$ cat src/rtl/cv32e40p_apu_mux_pkg.sv
`default_nettype none
// ============================================================================
// Module      : cv32e40p_apu_mux_pkg
// Description : Shared types for the multi-channel APU multiplexer.
//               ch_id_t is wide enough for up to 8 channels plus one
//               spare code, which marks an illegal-channel dispatch.
// Revision    : 1.0 - initial release
// ============================================================================
package cv32e40p_apu_mux_pkg;

    // Channel identifier stored in the order FIFO (fits NUM_CH up to 8).
    localparam int unsigned CH_ID_W = 4;
    typedef logic [CH_ID_W-1:0] ch_id_t;

    // Marker for a dispatch to a non-existent channel.
    localparam ch_id_t CH_ILLEGAL = '1;

    // Default upstream flag width and the matching result entry layout.
    localparam int unsigned RES_FLAGS_W = 5;
    typedef struct packed {
        logic [31:0]            result;
        logic [RES_FLAGS_W-1:0] rflags;
    } res_entry_t;

endpackage : cv32e40p_apu_mux_pkg
`default_nettype wire

$ cat src/rtl/cv32e40p_apu_mux_fifo.sv
`default_nettype none
// ============================================================================
// Module      : cv32e40p_apu_mux_fifo
// Description : Generic synchronous FIFO, first-word-fall-through read port.
//               Pushes while full and pops while empty are ignored.
// Revision    : 1.0 - initial release
// ============================================================================
module cv32e40p_apu_mux_fifo #(
    parameter int unsigned WIDTH = 8,
    parameter int unsigned DEPTH = 4
) (
    input  logic                     clk_i,
    input  logic                     rst_i,
    input  logic                     push_i,
    input  logic [WIDTH-1:0]         wdata_i,
    input  logic                     pop_i,
    output logic [WIDTH-1:0]         rdata_o,
    output logic                     full_o,
    output logic                     empty_o,
    output logic [$clog2(DEPTH):0]   count_o
);
    localparam int unsigned AW = $clog2(DEPTH);

    logic [WIDTH-1:0] mem [DEPTH];
    logic [AW:0]      wptr;
    logic [AW:0]      rptr;
    logic             do_push;
    logic             do_pop;

    // Pointers carry one wrap bit so full and empty are distinguishable.
    assign count_o = wptr - rptr;
    assign empty_o = (wptr == rptr);
    assign full_o  = (count_o == (AW+1)'(DEPTH));
    assign rdata_o = mem[rptr[AW-1:0]];
    assign do_push = push_i && !full_o;
    assign do_pop  = pop_i && !empty_o;

    // Storage write; contents need no reset since pointers gate visibility.
    always_ff @(posedge clk_i) begin
        if (do_push) begin
            mem[wptr[AW-1:0]] <= wdata_i;
        end
    end

    // Pointer advance on push and pop.
    always_ff @(posedge clk_i) begin
        if (rst_i) begin
            wptr <= '0;
            rptr <= '0;
        end else begin
            if (do_push) wptr <= wptr + 1'b1;
            if (do_pop)  rptr <= rptr + 1'b1;
        end
    end

endmodule : cv32e40p_apu_mux_fifo
`default_nettype wire

$ cat src/rtl/cv32e40p_apu_mux.sv
`default_nettype none
// ============================================================================
// Module      : cv32e40p_apu_mux
// Description : Steers core APU requests to NUM_CH units and returns their
//               results strictly in issue order. An order FIFO records the
//               channel of each granted request; per-channel result FIFOs
//               hold results that complete ahead of older requests.
// Revision    : 1.0 - initial release
// ============================================================================
module cv32e40p_apu_mux
    import cv32e40p_apu_mux_pkg::*;
#(
    parameter int unsigned NUM_CH          = 2,
    parameter int unsigned MAX_OUTSTANDING = 4,
    parameter int unsigned NARGS           = 3,
    parameter int unsigned WOP             = 6,
    parameter int unsigned NDSFLAGS        = 15,
    parameter int unsigned NUSFLAGS        = 5,
    parameter int unsigned CH_W            = $clog2(NUM_CH) + 1
) (
    input  logic                               clk_i,
    input  logic                               rst_i,
    input  logic                               apu_req_i,
    output logic                               apu_gnt_o,
    input  logic [CH_W-1:0]                    apu_ch_i,
    input  logic [NARGS*32-1:0]                apu_operands_i,
    input  logic [WOP-1:0]                     apu_op_i,
    input  logic [NDSFLAGS-1:0]                apu_flags_i,
    output logic                               apu_rvalid_o,
    output logic [31:0]                        apu_result_o,
    output logic [NUSFLAGS-1:0]                apu_rflags_o,
    output logic [NUM_CH-1:0]                  ch_req_o,
    input  logic [NUM_CH-1:0]                  ch_gnt_i,
    output logic [NARGS*32-1:0]                ch_operands_o,
    output logic [WOP-1:0]                     ch_op_o,
    output logic [NDSFLAGS-1:0]                ch_flags_o,
    input  logic [NUM_CH-1:0]                  ch_rvalid_i,
    input  logic [NUM_CH*32-1:0]               ch_result_i,
    input  logic [NUM_CH*NUSFLAGS-1:0]         ch_rflags_i,
    output logic [$clog2(MAX_OUTSTANDING):0]   outstanding_o,
    output logic                               err_o
);
    localparam int unsigned OW = $clog2(MAX_OUTSTANDING) + 1;
    localparam int unsigned RW = 32 + NUSFLAGS;

    logic          full;
    logic          ch_legal;
    logic          sel_gnt;
    logic          handshake;
    ch_id_t        push_id;
    ch_id_t        head;
    logic          order_empty;
    logic          order_full_unused;
    logic          head_illegal;
    logic          head_avail;
    logic [RW-1:0] head_data;
    logic          retire;

    logic [NUM_CH-1:0] res_empty;
    logic [NUM_CH-1:0] acc;
    logic [NUM_CH-1:0] unexp;
    logic [NUM_CH-1:0] head_is;
    logic [RW-1:0]     res_rdata [NUM_CH];

    // Operand, op and flag buses go to every unit unchanged.
    assign ch_operands_o = apu_operands_i;
    assign ch_op_o       = apu_op_i;
    assign ch_flags_o    = apu_flags_i;

    // A retire in the same cycle does not open a slot for dispatch.
    assign full     = (outstanding_o == OW'(MAX_OUTSTANDING));
    assign ch_legal = (apu_ch_i < CH_W'(NUM_CH));

    // Route the request to the selected unit and pick up its grant.
    always_comb begin
        ch_req_o = '0;
        sel_gnt  = 1'b0;
        for (int c = 0; c < NUM_CH; c++) begin
            if (ch_legal && (apu_ch_i == CH_W'(c))) begin
                ch_req_o[c] = apu_req_i && !full;
                sel_gnt     = ch_gnt_i[c];
            end
        end
    end

    // Illegal channels are accepted immediately and retired as errors.
    assign apu_gnt_o = apu_req_i && !full && (ch_legal ? sel_gnt : 1'b1);
    assign handshake = apu_gnt_o;
    assign push_id   = ch_legal ? ch_id_t'(apu_ch_i) : CH_ILLEGAL;

    cv32e40p_apu_mux_fifo #(
        .WIDTH (CH_ID_W),
        .DEPTH (MAX_OUTSTANDING)
    ) u_order_fifo (
        .clk_i   (clk_i),
        .rst_i   (rst_i),
        .push_i  (handshake),
        .wdata_i (push_id),
        .pop_i   (retire),
        .rdata_o (head),
        .full_o  (order_full_unused),
        .empty_o (order_empty),
        .count_o (outstanding_o)
    );

    assign head_illegal = (head >= ch_id_t'(NUM_CH));

    for (genvar c = 0; c < NUM_CH; c++) begin : g_ch
        logic [OW-1:0] pending;
        logic          issue_here;
        logic          bypass;
        logic          push_res;
        logic          pop_res;
        logic          full_unused;
        logic [OW-1:0] count_unused;

        assign issue_here = handshake && ch_legal && (apu_ch_i == CH_W'(c));
        assign acc[c]     = ch_rvalid_i[c] && (pending != '0);
        assign unexp[c]   = ch_rvalid_i[c] && (pending == '0);
        assign head_is[c] = !order_empty && (head == ch_id_t'(c));
        // A result for an empty FIFO at the head retires straight through.
        assign bypass     = head_is[c] && res_empty[c] && acc[c];
        assign push_res   = acc[c] && !bypass;
        assign pop_res    = head_is[c] && !res_empty[c];

        // Requests granted to this unit that still await a result.
        always_ff @(posedge clk_i) begin
            if (rst_i) begin
                pending <= '0;
            end else begin
                pending <= pending + OW'(issue_here) - OW'(acc[c]);
            end
        end

        cv32e40p_apu_mux_fifo #(
            .WIDTH (RW),
            .DEPTH (MAX_OUTSTANDING)
        ) u_res_fifo (
            .clk_i   (clk_i),
            .rst_i   (rst_i),
            .push_i  (push_res),
            .wdata_i ({ch_result_i[c*32 +: 32], ch_rflags_i[c*NUSFLAGS +: NUSFLAGS]}),
            .pop_i   (pop_res),
            .rdata_o (res_rdata[c]),
            .full_o  (full_unused),
            .empty_o (res_empty[c]),
            .count_o (count_unused)
        );
    end

    // Select the head channel's data, from its FIFO or the live bus.
    always_comb begin
        head_avail = 1'b0;
        head_data  = '0;
        for (int c = 0; c < NUM_CH; c++) begin
            if (head_is[c]) begin
                head_avail = !res_empty[c] || acc[c];
                head_data  = res_empty[c]
                           ? {ch_result_i[c*32 +: 32], ch_rflags_i[c*NUSFLAGS +: NUSFLAGS]}
                           : res_rdata[c];
            end
        end
    end

    assign retire = !order_empty && (head_illegal || head_avail);

    // Register retired results; error flag is sticky until reset.
    always_ff @(posedge clk_i) begin
        if (rst_i) begin
            apu_rvalid_o <= 1'b0;
            apu_result_o <= '0;
            apu_rflags_o <= '0;
            err_o        <= 1'b0;
        end else begin
            apu_rvalid_o <= retire;
            if (retire) begin
                if (head_illegal) begin
                    apu_result_o <= '0;
                    apu_rflags_o <= '1;
                end else begin
                    {apu_result_o, apu_rflags_o} <= head_data;
                end
            end
            err_o <= err_o | (retire && head_illegal) | (|unexp);
        end
    end

endmodule : cv32e40p_apu_mux
`default_nettype wire

$ cat config.mk
export PLATFORM = sky130hd
export DESIGN_NAME = cv32e40p_apu_mux
export DESIGN_NICKNAME = d
export VERILOG_FILES = /design/src/rtl/cv32e40p_apu_mux_pkg.sv /design/src/rtl/cv32e40p_apu_mux_fifo.sv /design/src/rtl/cv32e40p_apu_mux.sv
export SDC_FILE = /design/constraint.sdc
export NUM_CORES = 1
export LEC_CHECK = 0
export BUFFER_PORTS_ARGS = -buffer_cell sky130_fd_sc_hd__buf_2
export CORE_ASPECT_RATIO = 1.2
export CORE_MARGIN = 2
export CORE_UTILIZATION = 49
export CTS_CLUSTER_SIZE = 40
export DETAILED_ROUTE_END_ITERATION = 16
export PLACE_DENSITY = 0.81
export SYNTH_ARGS = -nofsm -noshare
export SYNTH_HDL_FRONTEND = slang
export SYNTH_SLANG_ARGS = --single-unit
$ cat constraint.sdc
create_clock -name clk_i -period 3.1 [get_ports clk_i]
set_clock_uncertainty 0.15 [all_clocks]
set_input_delay 0.465 -clock clk_i [delete_from_list [all_inputs] [get_ports clk_i]]
set_output_delay 0.465 -clock clk_i [all_outputs]
set_load 0.05 [all_outputs]
==> reports/metrics.csv, run 1 <==
metric;value;unit
regArea;10500;µm²
drcViolationCount;0;
die-height;201;µm
fin_crit;3020;ps
ys_warn_count;0;
vdd_drop_max;0.779;mV
ios;362;
crit_type;flip-flop to flip-flop;
synth_nets;1187;
cts_sinks;373;
fin_tns_setup;0;ps
vias_per_cell;6.01;
die-area;33800;µm²
cts_tree;yes;
cap_violations;0;
grt-ovfl-total;0;
leakage;5.98;nW
synth-seq-area-share;66.2;%
root_buffer;clkbuf_16;
grt_first_pass_wirelength;60000;µm
htreeDepth;2;
synth_cell_types;56;
drt_iter0_markers;800;
final-hold-violation-count;0;
status;finished clean;
setup_viol;0;
crit_fanout;3;
synth_area_leaders;edfxtp_1 58%, mux4_2 11%, dfxtp_1 8.7%, buf_4 5.5%, o2bb2ai_1 2.6%;
cellPowerDensity;889;nW/µm²
grt_usage;24.2;%
synth_cells;959;
grt_start_max_net_pins;39;
rows;72;
synth_top_area_cell;edfxtp_1;
multi_input_area;4230;µm²
crit_path_end_kind;flip-flop;
crit_start;u_order_fifo.wptr[0];
nNetsFinal;1231;
vias;8677;
async_flop_share;0;%
synthToLayoutAreaGrowth;11.3;%
combPwrFrac;28.2;%
internal_power;10.6;mW
switching_share;32.5;%
clk_pin_slew;60;ps
max_freq;331;MHz
die_x;168;µm
slew_violations;0;
drive_above_1_share;33.8;%
netlist.area_leader.share;57.5;%
start_util;49.5;%
r2r-start;u_order_fifo.wptr[0];
cts_made_buffers;36;
hpwl;28000;µm
hold_path.class;input port to flip-flop;
grt_pass1_vias;9003;
layout_setup_ws;75.2;ps
slew_headroom;44.3;%
drt_wl_total;41000;µm
rsz0062_at_grt;yes;
power.share.sequential;42.0;%
ant_nets;0;
startpoint_type;flip-flop;
firstDrtPassIters;5;
final.period_utilization;97.6;%
worst_pin_slew;835;ps
n_fill_cell;2414;
avgRoutedWirePerCell;28.4;µm
p_sw;5.10;mW
synthFlopType;edfxtp_1;
clkPwrFrac;29.7;%
gp_congestion;0.840;
syn_area_per_cell;16.5;µm²
antenna_found_initial;12;
synth-edff-count;304;
cp.required;3350;ps
clk_latency;540;ps
min-delay-start;ch_result_i[15];
dpl_worst_slack;-11.0;ps
clk_path_buf_depth;3;
core_area;32100;µm²
syn-cell-area;15900;µm²
worstPathArrival;3270;ps
port_buffers;127;
synth_seq_cells;373;
-- per-layer routing --
layer  routed length (µm)  up-vias  global-route usage (%)  share of wire, %
li1                     -     3701                       -                 -
met5                   73        -                   0.580              0.18
met3                 5200      129                    10.9                13
met1                13100     4362                    25.6                32
met4                 1650       12                    10.3               4.0
met2                21000      473                    41.6                51
-- final timing paths --
check                                  endpoint  slack [ps]  depth (start not counted)
setup / recovery             g_ch[0].pending[2]          80                         14
setup reg to reg             g_ch[0].pending[2]          80                         14
hold / removal    g_ch[0].u_res_fifo.mem[0][20]          10                          1
hold reg to reg                apu_result_o[14]         320                          1
-- per-stage QoR --
step,power [mW],utilization [%],hold WS [ps],instance area (µm²),cells
global placement,10.9,50.6,294,16200,1360
global route,16.3,55.1,7.01,17700,1441
CTS,15.8,55.0,0.688,17600,1438
detailed placement,11.1,50.6,292,16200,1360
finish,15.7,55.1,14.5,17700,1443
floorplan,10.1,-,303,15900,959
-- sequential cells by signal, indices dropped and copies added, names as in the netlist, 3 cells and up, named ones only --
register / flops
apu_rflags_o: 5
g_ch.pending: 6
g_ch.u_res_fifo.wptr: 6
u_order_fifo.mem: 8
u_order_fifo.rptr: 3
g_ch.u_res_fifo.mem: 296
u_order_fifo.wptr: 3
apu_result_o: 32
g_ch.u_res_fifo.rptr: 6
-- power groups by stage --
stage          registers [mW]  clock network (mW)  logic, mW
2_1_floorplan            7.19                   0       2.96
3_3_place_gp             6.66                   0       4.27
3_5_place_dp             6.69                   0       4.36
4_1_cts                  6.60                4.73       4.45
5_1_grt                  6.67                4.90       4.73
6_report                 6.60                4.67       4.44
-- placed cells by master (no fill, tap or decap), types with 3 or more instances in the layout --
master | synthesis | final
xnor2_1 | 12 | 12
bufinv_16 | 0 | 5
ha_1 | 25 | 23
mux2i_1 | 8 | 8
and2_2 | 0 | 4
a21oi_1 | 31 | 31
buf_4 | 117 | 25
o2bb2ai_1 | 48 | 48
dlygate4sd3_1 | 0 | 11
inv_1 | 26 | 24
dfxtp_1 | 69 | 62
buf_2 | 12 | 126
o22ai_1 | 12 | 12
nor4b_1 | 5 | 5
a221oi_1 | 9 | 9
and2_1 | 11 | 6
xor2_1 | 4 | 3
mux4_2 | 76 | 76
clkbuf_8 | 0 | 3
clkbuf_16 | 0 | 39
edfxtp_1 | 304 | 304
o21ai_0 | 33 | 33
clkbuf_1 | 23 | 4
nor2b_1 | 5 | 5
nand2_1 | 31 | 30
dfxtp_2 | 0 | 7
o21ai_1 | 5 | 5
diode_2 | 0 | 5
nor2_1 | 26 | 25
buf_12 | 0 | 4
clkinv_2 | 0 | 6
clkinv_4 | 0 | 3
mux2_2 | 12 | 12
nor3_1 | 3 | 3
and3_2 | 0 | 3
clkinvlp_4 | 0 | 3
nand3_1 | 4 | 4
-- cell usage after synthesis (3+ instances only) --
cell,instances
mux2i_1,8
o21ai_1,5
and3_1,3
dfxtp_1,69
xor2_1,4
o22ai_1,12
inv_1,26
o2bb2ai_1,48
nand3_1,4
xnor2_1,12
o21ai_0,33
nor2_1,26
nand2_1,31
fa_1,3
buf_1,3
edfxtp_1,304
buf_6,5
mux4_2,76
nor2b_1,5
a21oi_1,31
nor3_1,3
buf_2,12
mux2_2,12
buf_4,117
ha_1,25
nor4b_1,5
clkbuf_1,23
and2_1,11
a221oi_1,9
-- timing repair --
item | in CTS | in global routing
buffers inserted | 1 | 0
hold buffers | 11 | 0
pin swaps | 0 | 3
endpoints found under the setup margin | 2 | 3
resized for setup | 1 | 4
hold endpoints to repair | 33 | 0
gates cloned | 0 | 0
-- kinds of logic after synthesis --
logic type / count (synthesis) / share of synthesized area, %
XOR/XNOR: 17 / 1.03
flip-flops: 373 / 66.2
AO/OA/AOI/OAI: 155 / 6.98
adder cells (fa/ha/maj): 28 / 2.35
AND/OR/NAND/NOR: 103 / 3.66
multiplexers: 97 / 12.2
buffers and inverters: 186 / 7.50
-- worst max-delay path, cell delays in order, from the launching register on --
cell	delay (ps)
dfxtp_2	340
inv_2	60
ha_4	160
fa_2	320
xor3_2	280
a221oi_4	290
nand2_1	90
ha_1	270
inv_1	60
ha_1	140
inv_1	50
fa_2	340
xor2_2	160
xnor2_1	140
nor2_1	50
-- area by class of cell --
type                       instances  area share, %
sequential                       373           59.5
multi-input combinational        400           24.0
clock buffer                      46           5.84
timing repair buffer             166           5.71
tap                              407           2.88
clock inverter                    20           1.43
inverter                          26          0.552
antenna                            5         0.0708
Note: power is estimated with default switching activity, not from simulation.
==> inputs of run 2 (changes only) <==
ABC_AREA = 1   (was unset)
CORE_UTILIZATION = 50   (was 49)
PLACE_DENSITY = 0.82   (was 0.81)
==> run 2 against run 1 <==
Net effect: sequential power up 3%; non-clock buffer count up 29; first-iteration DRC count up 77%; hold slack worse by 5.7 ps; largest cell class unchanged; combinational power up 82%.
==> reports/metrics.csv, run 2 <==
metric;value;unit
final-hold-violation-count;0;
hold_path.class;input port to flip-flop;
reg2reg_slack;10;ps
routed-wl-met3;7970;µm
grt-ovfl-total;0;
vias;12212;
hold_end;g_ch[0].u_res_fifo.mem[2][22];
netlist.area_leader.share;54.1;%
ios;362;
cts_made_buffers;34;
grt_first_pass_wirelength;72200;µm
syn_area_per_cell;10.0;µm²
mostFrequentLayoutCell;nand2_1;
worst_r2r_path_depth;18;
layout_common_cells;426 x nand2_1, 304 x edfxtp_1, 168 x nand3_1, 129 x nor2_1, 127 x buf_2;
synth-edff-count;304;
whs_path_depth;1;
cellPowerDensity;1020;nW/µm²
drcViolationCount;0;
crit_path_cell_trace;inv_4, ha_4, fa_2, xor2_4, nand3_2, nand2_2, inv_2, nand2_4, clkinvlp_4, nand2_2, ha_4, inv_4, ha_4, inv_2, fa_2, xor2_2, o21ai_1, a21oi_1;
root_buffer;clkbuf_16;
start_util;50.8;%
async_flop_share;0;%
final.period_utilization;99.7;%
clk_pin_slew;70;ps
synthToLayoutAreaGrowth;11.3;%
die_x;172;µm
cp_slowest_cell;fa_2;
slew_violations;0;
die-height;205;µm
cts_sinks;373;
firstDrtPassIters;5;
clk_path_buf_depth;3;
worstPathArrival;3380;ps
syn-cell-area;16900;µm²
ys_warn_count;0;
die-area;35300;µm²
avgRoutedWirePerCell;23.0;µm
r2r-start;u_order_fifo.wptr[0];
min-delay-start;ch_result_i[17];
drive_above_1_share;16.8;%
rows;73;
drt_wl_total;50300;µm
cap_violations;0;
n_fill_cell;2643;
startpoint_type;flip-flop;
ys_top_cells_by_count;429 x nand2_1, 304 x edfxtp_1, 169 x nand3_1, 137 x nor2_1, 120 x buf_4;
dp.cells;2093;
top_layer;met5;
vdd_drop_max;0.511;mV
clk_latency;550;ps
hold_ws;8.82;ps
crit_fanout;3;
crit_path_end_kind;flip-flop;
status;finished clean;
leakage;7.26;nW
max_freq;324;MHz
cp_common_cell;ha_4;
critPathTopFamily;adder cells;
synth_cells;1683;
antenna_found_initial;5;
hpwl;35100;µm
synth_nets;1911;
wl_met2;24500;µm
synthFlopType;edfxtp_1;
crit_buf_inv;5;
synth_seq_cells;373;
drt_iter0_markers;1415;
critPathMaxStageDelay;390;ps
synth_area_leaders;edfxtp_1 54%, nand2_1 9.5%, dfxtp_1 8.2%, buf_4 5.3%, nand3_1 5.0%;
port_buffers;127;
final_cells;2191;
gp_congestion;0.945;
synth_cell_types;32;
rr_endpoint;g_ch[0].pending[2];
vias_per_cell;5.57;
core_area;33200;µm²
ant_nets;0;
finalPower;19.1;mW
htreeDepth;2;
nNetsFinal;1939;
setup_viol;0;
largest_reg_flops;296;
grt_usage;27.9;%
cp.required;3390;ps
stdcell_area;18800;µm²
grt_pass1_vias;11626;
post_dp_cell_area;17300;µm²
crit_type;flip-flop to flip-flop;
synth_top_area_cell;edfxtp_1;
grt_start_max_net_pins;75;
yosysMostFrequentCell;nand2_1;
wl_met1;15100;µm
cts_tree;yes;
slew_headroom;47.6;%
synth-seq-area-share;62.2;%
fin_crit;3090;ps
worst_pin_slew;786;ps
run 2: routing by layer:
metal,vias to the layer above,GRT usage [%]
met5,-,0
li1,5609,-
met1,5723,27.9
met4,2,14.0
met3,197,15.1
met2,681,46.9
run 2: final cells by class:
class                           instances  area, µm²  area share (%)
Clock inverter                          9       70.1           0.373
Inverter                               84        324            1.72
Sequential cell                       373      10500            56.0
Clock buffer                           53       1070            5.67
Timing Repair Buffer                  195       1300            6.94
Multi-Input combinational cell       1023       4940            26.3
Tap cell                              450        563            3.00
Antenna cell                            4       10.0          0.0533
run 2: cell families after synthesis:
kind of cell / after synthesis / synth area share (%)
xor gates and xnor gates: 5 / 0.259
AOI/OAI and AO/OA: 203 / 6.05
DFF: 373 / 62.2
buffers and inverters: 287 / 9.36
adders and majority gates: 28 / 2.21
and+or+nand+nor: 787 / 19.9
run 2: worst register-to-register path: cells and delay by family (launching register included):
family / cells / cell delay, ps
flops: 1 / 360
compound gates: 2 / 310
simple gates: 4 / 250
xor+xnor: 2 / 350
fa+ha+maj: 5 / 1290
buf+inv: 5 / 310
run 2: where the power goes:
part / switching [mW] / internal (mW)
Clock: 1.86 / 2.39
Sequential: 0.363 / 6.40
Combinational: 5.78 / 2.30
run 2: through the flow:
step / setup slack, ps / setup TNS, ps / util, %
floorplan: -442 / -49750 / -
global placement: 96.1 / 0 / 52.0
detailed placement: 8.32 / 0 / 52.0
CTS: 4.74 / 0 / 56.3
global route: -116 / -116 / 56.5
finish: 10.8 / 0 / 56.5
run 2: worst max-delay path by stage:
stage / from / end / slack, ps / cells after the start
floorplan: u_order_fifo.rptr[1] / g_ch[0].u_res_fifo.mem[0][0] / -440 / 9
global placement: u_order_fifo.wptr[0] / g_ch[0].pending[2] / 100 / 18
detailed placement: u_order_fifo.wptr[0] / g_ch[0].pending[2] / 8 / 18
CTS: u_order_fifo.wptr[0] / g_ch[0].pending[2] / 5 / 18
global route: u_order_fifo.wptr[0] / g_ch[0].pending[2] / -120 / 18
finish: u_order_fifo.wptr[0] / g_ch[0].pending[2] / 10 / 18
run 2: what timing repair did:
item | in CTS | in global routing
setup buffers | 0 | 4
pin swaps | 1 | 6
hold endpoints to repair | 105 | 0
setup endpoints to repair | 1 | 2
hold buffers | 28 | 0
resized for setup | 0 | 11
